**config.mk**
```make
export PLATFORM = sky130hd
export DESIGN_NAME = anchor_swing_sequencer_flat
export DESIGN_NICKNAME = d
export VERILOG_FILES = /design/src/rtl/anchor_swing_sequencer_pkg.sv /design/src/rtl/anchor_swing_sequencer_if.sv /design/src/rtl/anchor_swing_sequencer_swing_stepper.sv /design/src/rtl/anchor_swing_sequencer.sv /design/src/flat_wrapper.sv
export SDC_FILE = /design/constraint.sdc
export NUM_CORES = 1
export LEC_CHECK = 0
export BUFFER_PORTS_ARGS = -buffer_cell sky130_fd_sc_hd__buf_2
export CORE_MARGIN = 10
export CORE_UTILIZATION = 32
export DETAILED_ROUTE_END_ITERATION = 7
export GPL_ROUTABILITY_DRIVEN = 0
export MAX_ROUTING_LAYER = met4
export SYNTH_ARGS = -nofsm -noshare
export SYNTH_HDL_FRONTEND = slang
export SYNTH_SLANG_ARGS = --single-unit
export TNS_END_PERCENT = 5
```
**constraint.sdc**
```tcl
create_clock -name clk -period 1.6 [get_ports clk]
set_input_delay 0.24 -clock clk [delete_from_list [all_inputs] [get_ports clk]]
set_output_delay 0.24 -clock clk [all_outputs]
set_load 0.005 [all_outputs]
```
**src/rtl/anchor_swing_sequencer_pkg.sv**
```systemverilog
// Shared definitions for the anchor swing sequencer: FSM encoding, default
// geometry and the bundle of per-state control outputs.
package anchor_swing_sequencer_pkg;

    localparam int POS_MAX_DEFAULT = 10;
    localparam int POS_W_DEFAULT   = 4;

    typedef enum logic [2:0] {
        ST_IDLE       = 3'd0,
        ST_DRAW       = 3'd1,
        ST_WAIT_DRAW  = 3'd2,
        ST_TIMER      = 3'd3,
        ST_ERASE      = 3'd4,
        ST_WAIT_ERASE = 3'd5,
        ST_STEP       = 3'd6,
        ST_HOLD       = 3'd7
    } state_t;

    typedef struct packed {
        logic draw_start;
        logic draw_erase;
        logic pos_valid;
        logic enable_counter;
        logic frozen;
        logic step;
    } seq_ctrl_t;

endpackage

```
**src/rtl/anchor_swing_sequencer_if.sv**
```systemverilog
// Plotter and frame-delay counter handshake seen by the swing sequencer.
interface anchor_swing_sequencer_if
    import anchor_swing_sequencer_pkg::*;
#(
    parameter int POS_W = POS_W_DEFAULT
);

    logic             draw_start;
    logic             draw_erase;
    logic [POS_W-1:0] draw_pos;
    logic             draw_done;
    logic             enable_counter;
    logic             counter_done;

    modport master (
        output draw_start, draw_erase, draw_pos, enable_counter,
        input  draw_done, counter_done
    );

    modport slave (
        input  draw_start, draw_erase, draw_pos, enable_counter,
        output draw_done, counter_done
    );

endinterface

```
**src/rtl/anchor_swing_sequencer_swing_stepper.sv**
```systemverilog
// Bounce logic for the swing: moves one position per step pulse and reverses
// direction at either end without ever leaving 0..POS_MAX.
module swing_stepper
    import anchor_swing_sequencer_pkg::*;
#(
    parameter int POS_MAX = POS_MAX_DEFAULT,
    parameter int POS_W   = POS_W_DEFAULT
) (
    input  logic             clk,
    input  logic             reset,
    input  logic             clear,
    input  logic             step,
    output logic [POS_W-1:0] pos,
    output logic             dir
);

    localparam logic [POS_W-1:0] TOP = POS_W'(POS_MAX);
    localparam logic [POS_W-1:0] ONE = POS_W'(1);

    logic [POS_W-1:0] pos_nxt;
    logic             dir_nxt;

    // NOTE: every combinational output gets a default first so no latch is inferred.
    always_comb begin
        pos_nxt = pos;
        dir_nxt = dir;
        if (clear) begin
            pos_nxt = '0;
            dir_nxt = 1'b1;
        end else if (step) begin
            if (dir) begin
                if (pos >= TOP) begin
                    dir_nxt = 1'b0;
                    pos_nxt = TOP - ONE;
                end else begin
                    pos_nxt = pos + ONE;
                end
            end else begin
                if (pos == '0) begin
                    dir_nxt = 1'b1;
                    pos_nxt = ONE;
                end else begin
                    pos_nxt = pos - ONE;
                end
            end
        end
    end

    // NOTE: sequential state uses non-blocking assignments so all flops update together.
    always_ff @(posedge clk or posedge reset) begin
        if (reset) begin
            pos <= '0;
            dir <= 1'b1;
        end else begin
            pos <= pos_nxt;
            dir <= dir_nxt;
        end
    end

endmodule

```
**src/rtl/anchor_swing_sequencer.sv**
```systemverilog
// Swing sequencer: draws the anchor sprite, waits a frame delay, erases it,
// steps the position and repeats; a fire request freezes the swing in place.
module anchor_swing_sequencer
    import anchor_swing_sequencer_pkg::*;
#(
    parameter int POS_MAX = POS_MAX_DEFAULT,
    parameter int POS_W   = POS_W_DEFAULT
) (
    input  logic                            clk,
    input  logic                            reset,
    input  logic                            go,
    input  logic                            fire,
    anchor_swing_sequencer_if.master        bus,
    output logic [POS_W-1:0]                pos,
    output logic                            dir,
    output logic                            frozen
);

    state_t    state;
    state_t    state_nxt;
    seq_ctrl_t ctrl;
    logic      fire_pending;
    logic      timer_armed;

    always_ff @(posedge clk or posedge reset) begin
        if (reset) begin
            state <= ST_IDLE;
        end else begin
            state <= state_nxt;
        end
    end

    // timer_armed is low in the first TIMER cycle so a stale counter_done is ignored.
    always_ff @(posedge clk or posedge reset) begin
        if (reset) begin
            fire_pending <= 1'b0;
            timer_armed  <= 1'b0;
        end else begin
            timer_armed <= (state == ST_TIMER) && (state_nxt == ST_TIMER);
            if (state_nxt == ST_IDLE) begin
                fire_pending <= 1'b0;
            end else if (fire && (state != ST_IDLE)) begin
                fire_pending <= 1'b1;
            end
        end
    end

    always_comb begin
        state_nxt = state;
        case (state)
            ST_IDLE:       if (go) state_nxt = ST_DRAW;
            ST_DRAW:       state_nxt = ST_WAIT_DRAW;
            ST_WAIT_DRAW:  if (bus.draw_done) state_nxt = go ? ST_TIMER : ST_IDLE;
            ST_TIMER: begin
                if (!go) begin
                    state_nxt = ST_IDLE;
                end else if (timer_armed && bus.counter_done) begin
                    state_nxt = (fire_pending || fire) ? ST_HOLD : ST_ERASE;
                end
            end
            ST_ERASE:      state_nxt = ST_WAIT_ERASE;
            ST_WAIT_ERASE: if (bus.draw_done) state_nxt = ST_STEP;
            ST_STEP:       state_nxt = ST_DRAW;
            ST_HOLD:       if (!go) state_nxt = ST_IDLE;
            default:       state_nxt = ST_IDLE;
        endcase
    end

    always_comb begin
        ctrl = '0;
        case (state)
            ST_DRAW:       begin ctrl.draw_start = 1'b1; ctrl.pos_valid = 1'b1; end
            ST_WAIT_DRAW:  ctrl.pos_valid = 1'b1;
            ST_TIMER:      ctrl.enable_counter = 1'b1;
            ST_ERASE:      begin
                ctrl.draw_start = 1'b1;
                ctrl.draw_erase = 1'b1;
                ctrl.pos_valid  = 1'b1;
            end
            ST_WAIT_ERASE: begin ctrl.draw_erase = 1'b1; ctrl.pos_valid = 1'b1; end
            ST_STEP:       ctrl.step = 1'b1;
            ST_HOLD:       ctrl.frozen = 1'b1;
            default:       ctrl = '0;
        endcase
    end

    assign bus.draw_start     = ctrl.draw_start;
    assign bus.draw_erase     = ctrl.draw_erase;
    assign bus.draw_pos       = ctrl.pos_valid ? pos : '0;
    assign bus.enable_counter = ctrl.enable_counter;
    assign frozen             = ctrl.frozen;

    // Clearing on the way into IDLE means pos already reads 0 in the first IDLE cycle.
    swing_stepper #(
        .POS_MAX (POS_MAX),
        .POS_W   (POS_W)
    ) u_stepper (
        .clk   (clk),
        .reset (reset),
        .clear (state_nxt == ST_IDLE),
        .step  (ctrl.step),
        .pos   (pos),
        .dir   (dir)
    );

endmodule

```
**src/flat_wrapper.sv**
```systemverilog
// flat-port wrapper written by rule: the top's interface ports become plain ports
module anchor_swing_sequencer_flat import anchor_swing_sequencer_pkg::*;
#(
    parameter int POS_MAX = POS_MAX_DEFAULT,
    parameter int POS_W   = POS_W_DEFAULT
)
  (clk, reset, go, fire, pos, dir, frozen, bus_draw_start, bus_draw_erase, bus_draw_pos, bus_enable_counter, bus_draw_done, bus_counter_done);
  anchor_swing_sequencer_if #(.POS_W(POS_W)) bus_i ();
  input  logic clk;
  input  logic reset;
  input  logic go;
  input  logic fire;
  output logic [POS_W-1:0] pos;
  output logic dir;
  output logic frozen;
  output wire logic [$bits(bus_i.draw_start)-1:0] bus_draw_start;
  output wire logic [$bits(bus_i.draw_erase)-1:0] bus_draw_erase;
  output wire logic [$bits(bus_i.draw_pos)-1:0] bus_draw_pos;
  output wire logic [$bits(bus_i.enable_counter)-1:0] bus_enable_counter;
  input wire logic [$bits(bus_i.draw_done)-1:0] bus_draw_done;
  input wire logic [$bits(bus_i.counter_done)-1:0] bus_counter_done;
  assign bus_draw_start = bus_i.draw_start;
  assign bus_draw_erase = bus_i.draw_erase;
  assign bus_draw_pos = bus_i.draw_pos;
  assign bus_enable_counter = bus_i.enable_counter;
  assign bus_i.draw_done = bus_draw_done;
  assign bus_i.counter_done = bus_counter_done;
  anchor_swing_sequencer #(.POS_MAX(POS_MAX), .POS_W(POS_W)) u_core (.clk(clk), .reset(reset), .go(go), .fire(fire), .bus(bus_i), .pos(pos), .dir(dir), .frozen(frozen));
endmodule
```
## Yosys cells after proc, flatten, opt, wreduce, memory -nomap -nowiden

Index checks and enable logic that the tools add are counted.

| word-level totals | value |
|---|---|
| register bits | 10 |
| bits of input ports | 6 |
| output and inout bits | 13 |
| logic and storage cells | 57 |

| cells by class | value |
|---|---|
| add/sub/neg operators | 2 |
| order comparisons | 1 |
| equal/unequal tests | 8 |
| multiplexer cells | 28 |
| reductions and logical operators | 13 |

Operators by type and width:

| kind | count |
|---|---|
| 4-bit two-way mux | 6 |
| 3-bit case mux with 8 select lines | 1 |
| 3-bit two-way mux | 6 |
| 1-bit two-way mux | 13 |
| 3-bit == test (second input constant) | 4 |
| 3-bit by 2-bit == test with 1-bit output (second input constant) | 3 |
| 3-bit zero test | 2 |
| 4-bit by 1-bit adder with 4-bit output (second input constant) | 1 |
| 4-bit >= comparator (second input constant) | 1 |
| 4-bit zero test | 1 |
| 2-bit two-way mux | 2 |
| 2-bit nonzero test | 2 |
| 2-bit OR reduction | 2 |
| 4-bit OR reduction | 1 |
| 4-bit by 1-bit subtractor with 4-bit output (second input constant) | 1 |
| 3-bit by 1-bit == test with 1-bit output (second input constant) | 1 |
| 1-bit logical AND | 3 |
| 3-bit nonzero test | 1 |
| 1-bit logical OR | 1 |

## Longest topological paths before layout

| logic depth | value |
|---|---|
| depth after elaboration | 7 |
| mapped depth | 6 |

## Cells and area by module

Synthesis repeated with hierarchy kept, for this count alone.

| second synthesis, totals | value |
|---|---|
| cell total of the unflattened synthesis | 85 |
| area total of the unflattened synthesis | 769.5 µm² |

By module, submodules not included:

| module | instances | cells an instance | area an instance (µm²) | sequential area each (µm²) |
|---|---|---|---|---|
| swing_stepper | 1 | 41 | 391.6 | 126.4 |
| anchor_swing_sequencer | 1 | 44 | 377.9 | 125.1 |

## Worst setup path after synthesis

OpenSTA, ideal clock, no wires.

| timing | value |
|---|---|
| path type | reg-to-reg |
| from | register u_core.u_stepper.pos[0] |
| to | register u_core.u_stepper.pos[0] |
| library setup time | 0.082 ns |
| arrival time | 1.484 ns |
| data required time | 1.518 ns |
| path slack | 0.035 ns |
| cell stages (with the launch flop) | 7 |
| buffers on the path | 0 |
| cell sequence | dfrtp_1 > inv_1 > ha_1 > or3b_4 > o2111ai_1 > o21ai_1 > a31oi_1 |

| between the ends | value |
|---|---|
| cells in the longest elaborated chain, start to end | 5 |
| elaborated cells on any way between the ends | 9 |

RTL lines:

| element | RTL line | RTL |
|---|---|---|
| start, declared | anchor_swing_sequencer_swing_stepper.sv:13 | `output logic [POS_W-1:0] pos,` |
| start signal, assigned | anchor_swing_sequencer_swing_stepper.sv:55 | `pos <= pos_nxt;` |
| 4-bit by 1-bit subtractor with 4-bit output, or another cell as far along | anchor_swing_sequencer_swing_stepper.sv:43 | `pos_nxt = pos - ONE;` |
| 4-bit two-way mux (on tied branches) | anchor_swing_sequencer_swing_stepper.sv:39, anchor_swing_sequencer_swing_stepper.sv:32 |  |
| 4-bit two-way mux (*) | anchor_swing_sequencer_swing_stepper.sv:31 | `if (dir) begin` |
| 4-bit two-way mux (*) | anchor_swing_sequencer_swing_stepper.sv:30 | `end else if (step) begin` |
| 4-bit two-way mux (*) | anchor_swing_sequencer_swing_stepper.sv:27 | `if (clear) begin` |

Every way passes the cells marked *; elsewhere a longest branch is shown, timed or not. The select of a mux whose other input is x is not followed.
A chain may end at the register's enable or synchronous reset.

## Worst setup path in the final report

| timing | value |
|---|---|
| from | register u_core.state[0] |
| to | output bus_draw_pos[2] |

| between the ends | value |
|---|---|
| cells in the longest elaborated chain, start to end | 4 |
| elaborated cells on any way between the ends | 7 |

RTL lines:

| element | RTL line | RTL |
|---|---|---|
| start, declared | anchor_swing_sequencer.sv:19 | `state_t state;` |
| start signal, assigned | anchor_swing_sequencer.sv:29 | `state <= state_nxt;` |
| 3-bit by 1-bit == test with 1-bit output, or another cell as far along | anchor_swing_sequencer.sv:71 | `case (state)` |
| 4-bit OR reduction (no line) (*) | -- |  |
| 1-bit two-way mux (*) | anchor_swing_sequencer.sv:71 |  |
| 4-bit two-way mux (*) | anchor_swing_sequencer.sv:89 | `assign bus.draw_pos = ctrl.pos_valid ? pos : '0;` |
| end, declared | flat_wrapper.sv:18 | `output wire logic [$bits(bus_i.draw_pos)-1:0] bus_draw_pos;` |

Every way passes the cells marked *; elsewhere a longest branch is shown, timed or not.

==> flow_results.xml <==
<?xml version="1.0" encoding="UTF-8"?>
<metrics>
  <group name="status">
    <metric name="run_status" unit="">finished, violations left</metric>
    <metric name="violations" unit="">setup timing</metric>
  </group>
  <group name="worst_setup_path">
    <metric name="timing.critical_path.slowest_stage_cell" unit="">sky130_fd_sc_hd__dfrtp_1</metric>
    <metric name="setup.worst_path.class" unit="">reg2out</metric>
    <metric name="critPathMaxFanout" unit="">5</metric>
    <metric name="r2r_slack" unit="ns">0.01</metric>
    <metric name="setup.worst_path.end_class" unit="">output port</metric>
    <metric name="worstRegToRegCells" unit="">6</metric>
    <metric name="crit-reg2reg-capture" unit="">u_core.u_stepper.pos[0]</metric>
    <metric name="cp.required" unit="ns">1.36</metric>
    <metric name="cp_cell_sequence" unit="">or3_4 &gt; and3_1 &gt; buf_2</metric>
    <metric name="cpPeakStageDelay" unit="ns">0.43</metric>
    <metric name="critical_path_arrival" unit="ns">1.42</metric>
    <metric name="setup.worst_path.start_class" unit="">flip-flop</metric>
    <metric name="crit_reg_reg_startpoint" unit="">u_core.u_stepper.pos[1]</metric>
  </group>
  <group name="drt">
    <metric name="detail-route-antenna-nets" unit="">0</metric>
    <metric name="total_vias_in_the_final_route" unit="">752</metric>
    <metric name="drt_pass1_iterations" unit="">4</metric>
    <metric name="via_per_inst" unit="">5.19</metric>
    <metric name="routedWlPerCell" unit="µm">14.2</metric>
    <metric name="detail_route.drc_violations" unit="">0</metric>
    <metric name="detail_route.iter0.violations" unit="">43</metric>
    <metric name="totalWireLength" unit="µm">2060</metric>
  </group>
  <group name="clock_tree">
    <metric name="root_buffer" unit="">sky130_fd_sc_hd__clkbuf_4</metric>
    <metric name="htree_num_levels" unit="">1</metric>
    <metric name="cts_inserted_buffers" unit="">3</metric>
    <metric name="number_of_sinks_on_the_clock_net" unit="">10</metric>
    <metric name="clock_tree.buffer_depth" unit="">2</metric>
    <metric name="clkLatencyLatePin" unit="ns">0.28</metric>
    <metric name="clock_pin_slew_reported_for_the_worst_setup_and_hold_paths_after_clock_tree_synthesis" unit="ns">0.07</metric>
    <metric name="tritoncts" unit="">done</metric>
  </group>
  <group name="place">
    <metric name="placement.io_buffers" unit="">18</metric>
    <metric name="post-dp-hpwl" unit="µm">1530</metric>
    <metric name="dpl.cell_count" unit="">139</metric>
    <metric name="detailedPlace.worstSlack" unit="ns">0.0296</metric>
  </group>
  <group name="power">
    <metric name="vdd.ir_drop.worst" unit="V">0.000549</metric>
    <metric name="leakagePower" unit="nW">0.509</metric>
    <metric name="power_per_cell_area" unit="mW/mm²">1480</metric>
  </group>
  <group name="synth">
    <metric name="yosys_register_bits" unit="">10</metric>
    <metric name="post-synth-top-area-fraction" unit="%">28.8</metric>
    <metric name="synthTopCellsByArea" unit="">sky130_fd_sc_hd__dfrtp_1 (29%), sky130_fd_sc_hd__and3_1 (5.6%), sky130_fd_sc_hd__ha_1 (4.8%)</metric>
    <metric name="synthCells" unit="">88</metric>
    <metric name="synth_enable_flop_cells" unit="">0</metric>
    <metric name="synth-warning-count" unit="">0</metric>
    <metric name="synth.yosys.seq_area_share" unit="%">32.2</metric>
    <metric name="synth_top_flop_cell" unit="">sky130_fd_sc_hd__dfrtp_1</metric>
    <metric name="synth.net_count" unit="">97</metric>
    <metric name="synth_cell_type_count" unit="">40</metric>
    <metric name="cell_area_synth" unit="µm²">781</metric>
    <metric name="postSynth.asyncResetShare" unit="%">100</metric>
    <metric name="synth_top_cell_by_area" unit="">sky130_fd_sc_hd__dfrtp_1</metric>
    <metric name="synthesis.area_per_instance" unit="µm²">8.87</metric>
  </group>
  <group name="sta">
    <metric name="finalSetupViolations" unit="">4</metric>
    <metric name="rsz0062_at_grt" unit="">true</metric>
    <metric name="skew" unit="ns">0.00622</metric>
    <metric name="setup-tns-final" unit="ns">-0.188</metric>
    <metric name="worst-slew-pin-transition" unit="ns">0.360</metric>
    <metric name="final_critical_path_setup_slack" unit="ns">-0.0644</metric>
    <metric name="hold_viol" unit="">0</metric>
    <metric name="timing.final.crit_share" unit="%">104</metric>
    <metric name="fmaxAchievable" unit="MHz">601</metric>
    <metric name="finalMaxSlewViolations" unit="">0</metric>
    <metric name="timing.slew.headroom" unit="%">75.9</metric>
    <metric name="final.min_clock_period" unit="ns">1.66</metric>
  </group>
  <group name="die">
    <metric name="fp.dieW" unit="µm">69.4</metric>
    <metric name="die_area" unit="mm²">0.00482</metric>
    <metric name="fp-row-count" unit="">17</metric>
    <metric name="design.core.area" unit="mm²">0.00228</metric>
    <metric name="start_util" unit="%">34.3</metric>
    <metric name="die_h" unit="µm">69.4</metric>
    <metric name="design.portCount" unit="">19</metric>
  </group>
  <group name="global_route">
    <metric name="gr-total-overflow" unit="">0</metric>
    <metric name="grt_first_pass_wirelength" unit="µm">3430</metric>
    <metric name="tot_gr_track_use" unit="%">8.44</metric>
    <metric name="grt_start_max_net_pins" unit="">12</metric>
    <metric name="first_global_vias" unit="">736</metric>
    <metric name="antenna_found_initial" unit="">0</metric>
  </group>
  <group name="hold_path">
    <metric name="hp-start" unit="">go</metric>
    <metric name="hold_path_class" unit="">in2reg</metric>
    <metric name="worst_hold_path_depth" unit="">2</metric>
    <metric name="min_to" unit="">u_core.timer_armed</metric>
  </group>
  <group name="final_layout">
    <metric name="multi_input_comb_area" unit="µm²">474</metric>
    <metric name="nets" unit="">127</metric>
    <metric name="post_route_cells_drive_above_1_share" unit="%">36.8</metric>
    <metric name="final_cells" unit="">145</metric>
    <metric name="filler_cell_count" unit="">219</metric>
    <metric name="area_delta_synth_final" unit="%">31.2</metric>
    <metric name="num_antenna_cells" unit="">0</metric>
    <metric name="register_area" unit="µm²">254</metric>
  </group>
  <group name="job">
    <metric name="timing.max_cap.violations" unit="">0</metric>
  </group>
</metrics>
-- cell type report --
type                            count  share of cell area (%)
Clock buffer                        4                    3.54
Tap cell                           28                    3.42
Multi-Input combinational cell     65                    46.3
Timing Repair Buffer               30                    19.0
Inverter                            8                    2.93
Sequential cell                    10                    24.8
-- layer usage --
layer | part of all wire [%] | wire length [µm] | up-vias | global-route usage, %
met5 | 0 | 0 | - | -
met4 | 1.3 | 27 | 0 | 4.66
met3 | 2.7 | 55 | 2 | 1.57
met2 | 46 | 959 | 9 | 12.8
met1 | 49 | 1020 | 353 | 10.2
li1 | - | - | 388 | -
-- sequential cells by signal (all words and copies together), names as in the netlist --
name	cells
u_core.u_stepper.pos	4
u_core.u_stepper.dir	1
u_core.timer_armed	1
u_core.fire_pending	1
u_core.state	3
-- what timing repair did --
| action | in CTS | in global routing |
|---|---|---|
| resized for setup | 5 | 3 |
| hold buffers | 1 | 0 |
| setup endpoints to repair | 4 | 5 |
| hold endpoints to repair | 9 | 0 |
| buffers inserted | 1 | 0 |
| pin swaps | 3 | 0 |
-- worst max-delay path: cells and delay by family (launching register included) --
family	cells	cell delay (ns)
flops	1	0.43
simple gates	2	0.60
buf+inv	1	0.12
-- Yosys cell counts, drive strengths merged, types with 3 or more instances --
| cell type | n |
|---|---|
| nor2 | 5 |
| ha | 3 |
| buf | 4 |
| a21oi | 5 |
| and3 | 7 |
| nand2 | 5 |
| dfrtp | 9 |
| o21ai | 4 |
| inv | 8 |
| a31oi | 4 |
-- power breakdown --
group          leakage, nW  internal [mW]  switching (mW)  total (mW)
Sequential           0.124          0.332           0.103       0.435
Clock               0.0210          0.138          0.0921       0.231
Combinational        0.364          0.415           0.436       0.851
-- worst max path at each step --
stage | start | endpoint | cells past startpoint
2_1_floorplan | u_core.u_stepper.pos[0] | u_core.u_stepper.pos[0] | 6
3_3_place_gp | u_core.u_stepper.pos[1] | u_core.u_stepper.pos[0] | 6
3_5_place_dp | u_core.u_stepper.pos[1] | u_core.u_stepper.pos[0] | 6
4_1_cts | u_core.state[0] | bus_draw_pos[2] | 3
5_1_grt | u_core.state[0] | bus_draw_pos[2] | 3
6_report | u_core.state[0] | bus_draw_pos[2] | 3
-- logic make-up after synthesis --
group	synth area share [%]
compound gates	25.8
xor+xnor	1.12
fa+ha+maj	4.81
buf+inv	8.97
flops	32.2
mux	2.56
simple gates	24.5
-- metrics by stage --
step                      total power, mW  instance area, µm²  util, %  hold WS [ns]
final                                1.52                1020     45.0         0.299
after detailed placement             1.21                 941     41.3         0.225
after floorplan                     0.966                 781        -        0.0795
after CTS                            1.50                1010     44.5         0.295
after global routing                 1.63                1020     45.0         0.300
after global placement               1.20                 941     41.3         0.220
-- placed cells by master (no fill, tap or decap), drive strengths merged, types with 2 or more instances in the layout --
cell type	count
nand2	5
a31o	2
nand2b	2
o211ai	2
nor4	2
inv	8
o31ai	2
and3	7
nor2	5
o21ai	4
mux2i	2
buf	29
a21oi	5
dfrtp	9
a31oi	4
ha	3
nand3	2
clkbuf	4
a32oi	2
(Power assumes the default switching activity.)
